--- src/rtl/icache_pkg.sv ---
`default_nettype none
// ============================================================================
// Module   : icache_pkg
// Purpose  : Shared types, widths and address-split helpers for the
//            direct-mapped instruction cache.
// Contents : state_t (LOOKUP/REFILL), width functions, addr_off/idx/tag.
// Revision : 1.0 - initial release
// ============================================================================
package icache_pkg;

  localparam int ADDR_W             = 30;
  localparam int DATA_W             = 32;
  localparam int DEF_LINES          = 16;
  localparam int DEF_WORDS_PER_LINE = 4;

  typedef enum logic [0:0] {
    LOOKUP = 1'b0,
    REFILL = 1'b1
  } state_t;

  function automatic int off_width(input int words_per_line);
    return $clog2(words_per_line);
  endfunction

  function automatic int idx_width(input int lines);
    return $clog2(lines);
  endfunction

  function automatic int tag_width(input int lines, input int words_per_line);
    return ADDR_W - idx_width(lines) - off_width(words_per_line);
  endfunction

  localparam int DEF_OFF_W = off_width(DEF_WORDS_PER_LINE);
  localparam int DEF_IDX_W = idx_width(DEF_LINES);
  localparam int DEF_TAG_W = tag_width(DEF_LINES, DEF_WORDS_PER_LINE);

  // Split helpers return full-width values; callers truncate to the field width.
  function automatic logic [ADDR_W-1:0] addr_off(input logic [ADDR_W-1:0] addr,
                                                 input int off_w);
    return addr & ((ADDR_W'(1) << off_w) - ADDR_W'(1));
  endfunction

  function automatic logic [ADDR_W-1:0] addr_idx(input logic [ADDR_W-1:0] addr,
                                                 input int off_w, input int idx_w);
    return (addr >> off_w) & ((ADDR_W'(1) << idx_w) - ADDR_W'(1));
  endfunction

  function automatic logic [ADDR_W-1:0] addr_tag(input logic [ADDR_W-1:0] addr,
                                                 input int off_w, input int idx_w);
    return addr >> (off_w + idx_w);
  endfunction

endpackage
`default_nettype wire

--- src/rtl/icache_responder_if.sv ---
`default_nettype none
// ============================================================================
// Module   : icache_responder_if
// Purpose  : Bundles the fetch-side port and the refill memory port.
// Modports : slave  - the cache (consumes fetch/mem_ack, drives instr/mem_req)
//            master - the environment (fetch stage + backing memory)
// Revision : 1.0 - initial release
// ============================================================================
interface icache_responder_if;
  import icache_pkg::*;

  logic [ADDR_W-1:0] fetch_addr;
  logic              fetch_en;
  logic              flush;
  logic [DATA_W-1:0] instr_out;
  logic              instr_valid;
  logic              stall;
  logic              mem_req;
  logic [ADDR_W-1:0] mem_addr;
  logic              mem_ack;
  logic [DATA_W-1:0] mem_data;

  modport slave (
    input  fetch_addr, fetch_en, flush, mem_ack, mem_data,
    output instr_out, instr_valid, stall, mem_req, mem_addr
  );

  modport master (
    output fetch_addr, fetch_en, flush, mem_ack, mem_data,
    input  instr_out, instr_valid, stall, mem_req, mem_addr
  );

endinterface
`default_nettype wire

--- src/rtl/icache_tag_array.sv ---
`default_nettype none
// ============================================================================
// Module   : icache_tag_array
// Purpose  : Per-line valid bits and tags. Combinational read, single-index
//            write, and a clear-all of the valid bits (clear-all wins).
// Ports    : clk, async_rst_n, rd_idx -> rd_valid/rd_tag,
//            wr_en/wr_idx/wr_tag (sets valid), clr_all
// Revision : 1.0 - initial release
// ============================================================================
module icache_tag_array
  import icache_pkg::*;
#(
  parameter int LINES = DEF_LINES,
  parameter int TAG_W = DEF_TAG_W
) (
  input  wire logic                        clk,
  input  wire logic                        async_rst_n,
  input  wire logic [idx_width(LINES)-1:0] rd_idx,
  output      logic                        rd_valid,
  output      logic [TAG_W-1:0]            rd_tag,
  input  wire logic                        wr_en,
  input  wire logic [idx_width(LINES)-1:0] wr_idx,
  input  wire logic [TAG_W-1:0]            wr_tag,
  input  wire logic                        clr_all
);

  logic [LINES-1:0] r_valid;
  logic [TAG_W-1:0] r_tags [LINES];

  always_ff @(posedge clk or negedge async_rst_n) begin
    if (!async_rst_n) begin
      r_valid <= '0;
    end else if (clr_all) begin
      r_valid <= '0;
    end else if (wr_en) begin
      r_valid[wr_idx] <= 1'b1;
    end
  end

  // Tags need no reset: they are only consulted through a set valid bit.
  always_ff @(posedge clk) begin
    if (wr_en) begin
      r_tags[wr_idx] <= wr_tag;
    end
  end

  assign rd_valid = r_valid[rd_idx];
  assign rd_tag   = r_tags[rd_idx];

endmodule
`default_nettype wire

--- src/rtl/icache_responder.sv ---
`default_nettype none
// ============================================================================
// Module   : icache_responder
// Purpose  : Direct-mapped, read-only instruction cache answering the fetch
//            stage one cycle after address capture. A miss raises stall and
//            refills the whole line, offset 0 first, over mem_req/mem_ack.
// Ports    : clk, async_rst_n (async, active low)
//            bus (slave): fetch_addr/fetch_en/flush -> instr_out/instr_valid/
//            stall; refill port mem_req/mem_addr/mem_ack/mem_data
// Revision : 1.0 - initial release
// ============================================================================
module icache_responder
  import icache_pkg::*;
#(
  parameter int LINES          = DEF_LINES,
  parameter int WORDS_PER_LINE = DEF_WORDS_PER_LINE
) (
  input wire logic          clk,
  input wire logic          async_rst_n,
  icache_responder_if.slave bus
);

  localparam int OFF_W = off_width(WORDS_PER_LINE);
  localparam int IDX_W = idx_width(LINES);
  localparam int TAG_W = tag_width(LINES, WORDS_PER_LINE);
  localparam logic [OFF_W-1:0] C_LAST_BEAT = OFF_W'(WORDS_PER_LINE - 1);

  state_t            r_state;
  logic [ADDR_W-1:0] r_req_addr;
  logic              r_req_live;
  logic [OFF_W-1:0]  r_beat;
  logic              r_flush_pend;
  logic [DATA_W-1:0] r_data [LINES][WORDS_PER_LINE];

  logic [OFF_W-1:0]  w_off;
  logic [IDX_W-1:0]  w_idx;
  logic [TAG_W-1:0]  w_tag;
  logic              w_line_valid;
  logic [TAG_W-1:0]  w_line_tag;
  logic              w_hit;
  logic              w_stall;
  logic              w_capture;
  logic              w_beat_ack;
  logic              w_last_ack;
  logic              w_flush_seen;
  logic              w_tag_wr;
  logic              w_clr_all;

  // Lookup always works on the registered address, so it lines up with the
  // fetch stage's registered PC.
  assign w_off = OFF_W'(addr_off(r_req_addr, OFF_W));
  assign w_idx = IDX_W'(addr_idx(r_req_addr, OFF_W, IDX_W));
  assign w_tag = TAG_W'(addr_tag(r_req_addr, OFF_W, IDX_W));

  assign w_hit   = (r_state == LOOKUP) && r_req_live && w_line_valid && (w_line_tag == w_tag);
  // Stall rises combinationally in the miss cycle so the core freezes at once.
  assign w_stall = (r_state == REFILL) || (r_req_live && !w_hit);

  assign w_capture  = bus.fetch_en && !w_stall;
  assign w_beat_ack = (r_state == REFILL) && bus.mem_ack;
  assign w_last_ack = w_beat_ack && (r_beat == C_LAST_BEAT);

  // A flush seen at any point of a refill (including its final beat) keeps
  // the new line invalid and wipes the whole array when the refill ends.
  assign w_flush_seen = r_flush_pend || bus.flush;
  assign w_tag_wr     = w_last_ack && !w_flush_seen;
  assign w_clr_all    = ((r_state == LOOKUP) && bus.flush) || (w_last_ack && w_flush_seen);

  icache_tag_array #(
    .LINES (LINES),
    .TAG_W (TAG_W)
  ) u_tag_array (
    .clk         (clk),
    .async_rst_n (async_rst_n),
    .rd_idx      (w_idx),
    .rd_valid    (w_line_valid),
    .rd_tag      (w_line_tag),
    .wr_en       (w_tag_wr),
    .wr_idx      (w_idx),
    .wr_tag      (w_tag),
    .clr_all     (w_clr_all)
  );

  always_ff @(posedge clk or negedge async_rst_n) begin
    if (!async_rst_n) begin
      r_state      <= LOOKUP;
      r_req_addr   <= '0;
      r_req_live   <= 1'b0;
      r_beat       <= '0;
      r_flush_pend <= 1'b0;
    end else begin
      if (w_capture) begin
        r_req_addr <= bus.fetch_addr;
        r_req_live <= 1'b1;
      end

      case (r_state)
        LOOKUP: begin
          r_flush_pend <= 1'b0;
          if (r_req_live && !w_hit) begin
            r_state <= REFILL;
            r_beat  <= '0;
          end
        end
        REFILL: begin
          if (w_last_ack) begin
            r_state      <= LOOKUP;
            r_beat       <= '0;
            r_flush_pend <= 1'b0;
          end else begin
            if (bus.flush) begin
              r_flush_pend <= 1'b1;
            end
            if (w_beat_ack) begin
              r_beat <= r_beat + OFF_W'(1);
            end
          end
        end
        default: begin
          r_state <= LOOKUP;
        end
      endcase
    end
  end

  // The refill always targets the line of the captured address, so the
  // write index is the lookup index.
  always_ff @(posedge clk) begin
    if (w_beat_ack) begin
      r_data[w_idx][r_beat] <= bus.mem_data;
    end
  end

  assign bus.instr_valid = w_hit;
  assign bus.instr_out   = w_hit ? r_data[w_idx][w_off] : '0;
  assign bus.stall       = w_stall;
  assign bus.mem_req     = (r_state == REFILL);
  assign bus.mem_addr    = (r_state == REFILL) ? {w_tag, w_idx, r_beat} : '0;

endmodule
`default_nettype wire

--- src/flat_wrapper.sv ---
// flat-port wrapper written by rule: the top's interface ports become plain ports
module icache_responder_flat import icache_pkg::*;
#(
  parameter int LINES          = DEF_LINES,
  parameter int WORDS_PER_LINE = DEF_WORDS_PER_LINE
)
  (clk, async_rst_n, bus_fetch_addr, bus_fetch_en, bus_flush, bus_mem_ack, bus_mem_data, bus_instr_out, bus_instr_valid, bus_stall, bus_mem_req, bus_mem_addr);
  icache_responder_if bus_i ();
  input wire logic clk;
  input wire logic async_rst_n;
  input wire logic [$bits(bus_i.fetch_addr)-1:0] bus_fetch_addr;
  input wire logic [$bits(bus_i.fetch_en)-1:0] bus_fetch_en;
  input wire logic [$bits(bus_i.flush)-1:0] bus_flush;
  input wire logic [$bits(bus_i.mem_ack)-1:0] bus_mem_ack;
  input wire logic [$bits(bus_i.mem_data)-1:0] bus_mem_data;
  output wire logic [$bits(bus_i.instr_out)-1:0] bus_instr_out;
  output wire logic [$bits(bus_i.instr_valid)-1:0] bus_instr_valid;
  output wire logic [$bits(bus_i.stall)-1:0] bus_stall;
  output wire logic [$bits(bus_i.mem_req)-1:0] bus_mem_req;
  output wire logic [$bits(bus_i.mem_addr)-1:0] bus_mem_addr;
  assign bus_i.fetch_addr = bus_fetch_addr;
  assign bus_i.fetch_en = bus_fetch_en;
  assign bus_i.flush = bus_flush;
  assign bus_i.mem_ack = bus_mem_ack;
  assign bus_i.mem_data = bus_mem_data;
  assign bus_instr_out = bus_i.instr_out;
  assign bus_instr_valid = bus_i.instr_valid;
  assign bus_stall = bus_i.stall;
  assign bus_mem_req = bus_i.mem_req;
  assign bus_mem_addr = bus_i.mem_addr;
  icache_responder #(.LINES(LINES), .WORDS_PER_LINE(WORDS_PER_LINE)) u_core (.clk(clk), .async_rst_n(async_rst_n), .bus(bus_i));
endmodule
--- config.mk ---
export PLATFORM = sky130hd
export DESIGN_NAME = icache_responder_flat
export DESIGN_NICKNAME = d
export VERILOG_FILES = /design/src/rtl/icache_pkg.sv /design/src/rtl/icache_responder_if.sv /design/src/rtl/icache_tag_array.sv /design/src/rtl/icache_responder.sv /design/src/flat_wrapper.sv
export SDC_FILE = /design/constraint.sdc
export NUM_CORES = 2
export LEC_CHECK = 0
export CELL_PAD_IN_SITES_DETAIL_PLACEMENT = 1
export CELL_PAD_IN_SITES_GLOBAL_PLACEMENT = 2
export CORE_MARGIN = 5
export CORE_UTILIZATION = 25
export DETAILED_ROUTE_END_ITERATION = 8
export PLACE_DENSITY_LB_ADDON = 0.1
export SYNTH_ARGS = -nofsm -noshare
export SYNTH_HDL_FRONTEND = slang
export SYNTH_SLANG_ARGS = --single-unit
--- constraint.sdc ---
create_clock -name clk -period 6.5 [get_ports clk]
set_input_delay 1.95 -clock clk [delete_from_list [all_inputs] [get_ports clk]]
set_output_delay 1.95 -clock clk [all_outputs]
set_load 0.02 [all_outputs]
==> impl_metrics.toml <==
[clocking]
ctsLongestPathBuffers = 4
clockRootBuffer = "clkbuf_16"
cts_buffers = 301
cts.sinks = 2483
path_clk_slew_ps = 60
cts_tree = "done"
htreeDepth = 5
clk_latency_ps = 880

[timing]
slew_violations = 0
slew_headroom = 0.212
min_period_ps = 6690
worst_pin_slew_ps = 1180
fin_worst_skew_ps = 41.9
finalCritPeriodShare = 1.03
setup_ws_ps = -192
fin_setup_tns_ps = -2410
setup_viol = 28
rsz0062_at_grt = "yes"
hold_viol = 0
fmax_ghz = 0.149

[pwr]
ir_worst_vdd_mv = 0.419
internal-power_w = 0.0348
p_seq_frac = 0.378
netSwitchingPower_w = 0.0152
clkPwrFrac = 0.313
combPwrFrac = 0.309
switching_share = 0.304
powerDensity_nw_per_um2 = 430
p_leak_nw = 35.3

[routing]
viasPerCell = 4.68
antenna_violating_nets_post_route = 0
routed_wl_mm = 334
remaining_drc_errors = 0
firstDrtPassIters = 5
wire_per_inst_um = 34.0
first_iter_violations = 3750
via_count = 46000

[floorplan]
num_io_pins = 132
die_w_um = 629
core_um2 = 382000
die_h_um = 629
fp.dieArea_um2 = 396000
initial_core_util = 0.251
row_count = 227

[critical_path]
arrival_ps = 4740
path_cells = "buf_12, clkbuf_16, buf_8, mux4_2, mux4_2, xnor2_4, nand2_1, or4_4, or3_4, buf_12, buf_12, nor2b_1, buf_4, buf_6"
max_stage_delay_ps = 530
start_kind = "flop"
cp_top_family = "simple AND/OR/NAND/NOR gates"
path_class = "reg -> out"
path_common_cell = "buf_12"
crit_buf_inv = 7
required_ps = 4550
cp_max_fo = 7
endpoint_kind = "output pin"
cp_slowest_cell = "mux4_2"

[cells_and_area]
drive_above_1_share = 0.366
layout_common_cells = "edfxtp_1 (2,432), mux4_2 (766), clkbuf_16 (313)"
final_area_um2 = 116000
fin_nets = 4615
final_common_cell = "edfxtp_1"
area_growth_pct = 21.4
nFillCells = 37600

[yosys]
avgSynthCellArea_um2 = 24.3
synth.largest_area_cell = "edfxtp_1"
synth_cells = 3948
yosysUniqueCellTypes = 62
ys_top_cells_by_area = "edfxtp_1 (76%), mux4_2 (18%), dfrtp_1 (1.3%)"
synth_async_sr_flop_share = 0.0205
synth_edf_count = 2432
synth_nets = 4019
synth_ff_type = "edfxtp_1"
ys_ff_latch = 2483
ys_seq_area_frac = 0.776
synth_top_area_frac = 0.762
syn_area_um2 = 95800
ys_warn_count = 0

[status]
violations = "negative setup slack"
outcome = "finished, violations left"

[grt]
grt_pass1_wl_mm = 452
grt_pass1_vias = 49800
grt-ovfl-total = 0
track_usage = 0.165
grt_max_degree = 91
antenna_found_initial = 49

[placement]
dp_hpwl_mm = 185
gp_congestion = 0.697
port_buffers = 131
place_area_um2 = 106000

[flow_run]
maxCapViolCount = 0

[worst_hold_path]
hp-class = "reg -> reg"
worst min-delay path, cell delays in order, from the launching register on:
cell and delay (ps):
dfrtp_1 340, a21oi_1 40, nor2_1 80
stage by stage:
step                hold WS (ps)  worst slack [ps]  std cells   util  power [W]
finish                       504              -192       9827  0.304     0.0500
global route                 518              -323       9825  0.304     0.0523
CTS                          512              -278       9797  0.304     0.0510
detailed placement           496               164       9166  0.277     0.0337
global placement             482               177       9166  0.277     0.0337
floorplan                    457              1200       3948      -     0.0276
kinds of logic (layout without fill, tap and decap cells):
kind of cell,count (synthesis),after routing,share of synthesized area
compound gates,110,110,0.00952
xor+xnor,27,27,0.00247
simple gates,285,285,0.0149
other cells,0,16,0
fa+ha+maj,4,4,0.000522
mux,803,803,0.185
flops,2483,2483,0.776
buf+inv,236,1061,0.0120
registers in the layout (all words and copies together) (netlist names):
name                        cells
u_core.bus.mem_req              1
u_core.r_beat                   2
u_core.r_data                2048
u_core.r_flush_pend             1
u_core.r_req_addr              30
u_core.r_req_live               1
u_core.u_tag_array.r_tags     384
u_core.u_tag_array.r_valid     16
repair_timing:
item | 4_1_cts | 5_1_grt
setup endpoints to repair | 34 | 64
hold endpoints to repair | 0 | 0
cloned | 7 | 1
gates resized for setup | 94 | 48
hold buffers | 0 | 0
pin swaps | 14 | 11
buffers inserted | 94 | 15
area by class of cell:
| class | count | area [um^2] | area share |
|---|---|---|---|
| sequential | 2483 | 74300 | 0.639 |
| tap | 5038 | 6300 | 0.0542 |
| clock buffer | 407 | 8290 | 0.0713 |
| antenna | 16 | 40.0 | 0.000344 |
| clock inverter | 125 | 719 | 0.00619 |
| multi-input combinational | 1229 | 21300 | 0.183 |
| inverter | 19 | 71.3 | 0.000613 |
| timing repair buffer | 510 | 5260 | 0.0452 |
synth_stat cells, types with 6 or more instances:
library cell  count
nand2b_1          8
o21ai_0          12
mux2i_1          31
mux4_1            7
mux4_2          765
dfrtp_1          51
nor2b_1          65
buf_6            18
clkbuf_1        103
buf_1            34
edfxtp_1       2432
buf_4             7
a32o_1           30
nand3_1          14
inv_1            18
buf_2            52
xnor2_1          17
nand2_1          25
nor2_1          119
nand4_1           6
and2_1           32
a31oi_1          13
xor2_1           10
a21oi_1          13
routing by layer:
metal | vias up | track usage | wire length, um
li1 | 18300 | - | -
met1 | 26200 | 0.230 | 150000
met2 | 1101 | 0.275 | 163000
met3 | 410 | 0.0206 | 12400
met4 | 4 | 0.0406 | 7990
met5 | - | 0 | 27
power by group through the flow:
stage	registers (W)	clock network (W)	logic, W
floorplan	0.0191	0	0.00853
global placement	0.0193	0	0.0144
detailed placement	0.0193	0	0.0144
CTS	0.0189	0.0163	0.0158
global route	0.0190	0.0169	0.0164
finish	0.0189	0.0157	0.0154
final timing paths:
path                                                      from                              to  slack, ps  cells after the start
worst max register to register            u_core.r_req_addr[2]           u_core.r_req_addr[24]        240                     40
worst min-delay path            u_core.u_tag_array.r_valid[11]  u_core.u_tag_array.r_valid[11]        500                      2
worst max-delay path                      u_core.r_req_addr[3]               bus_instr_out[21]       -190                     14
min in group asynchronous                          async_rst_n           u_core.r_req_addr[19]       1060                      1
max in group asynchronous                          async_rst_n              u_core.bus.mem_req       4340                      2
worst min register to register  u_core.u_tag_array.r_valid[11]  u_core.u_tag_array.r_valid[11]        500                      2
Note: power is estimated with default switching activity, not from simulation.
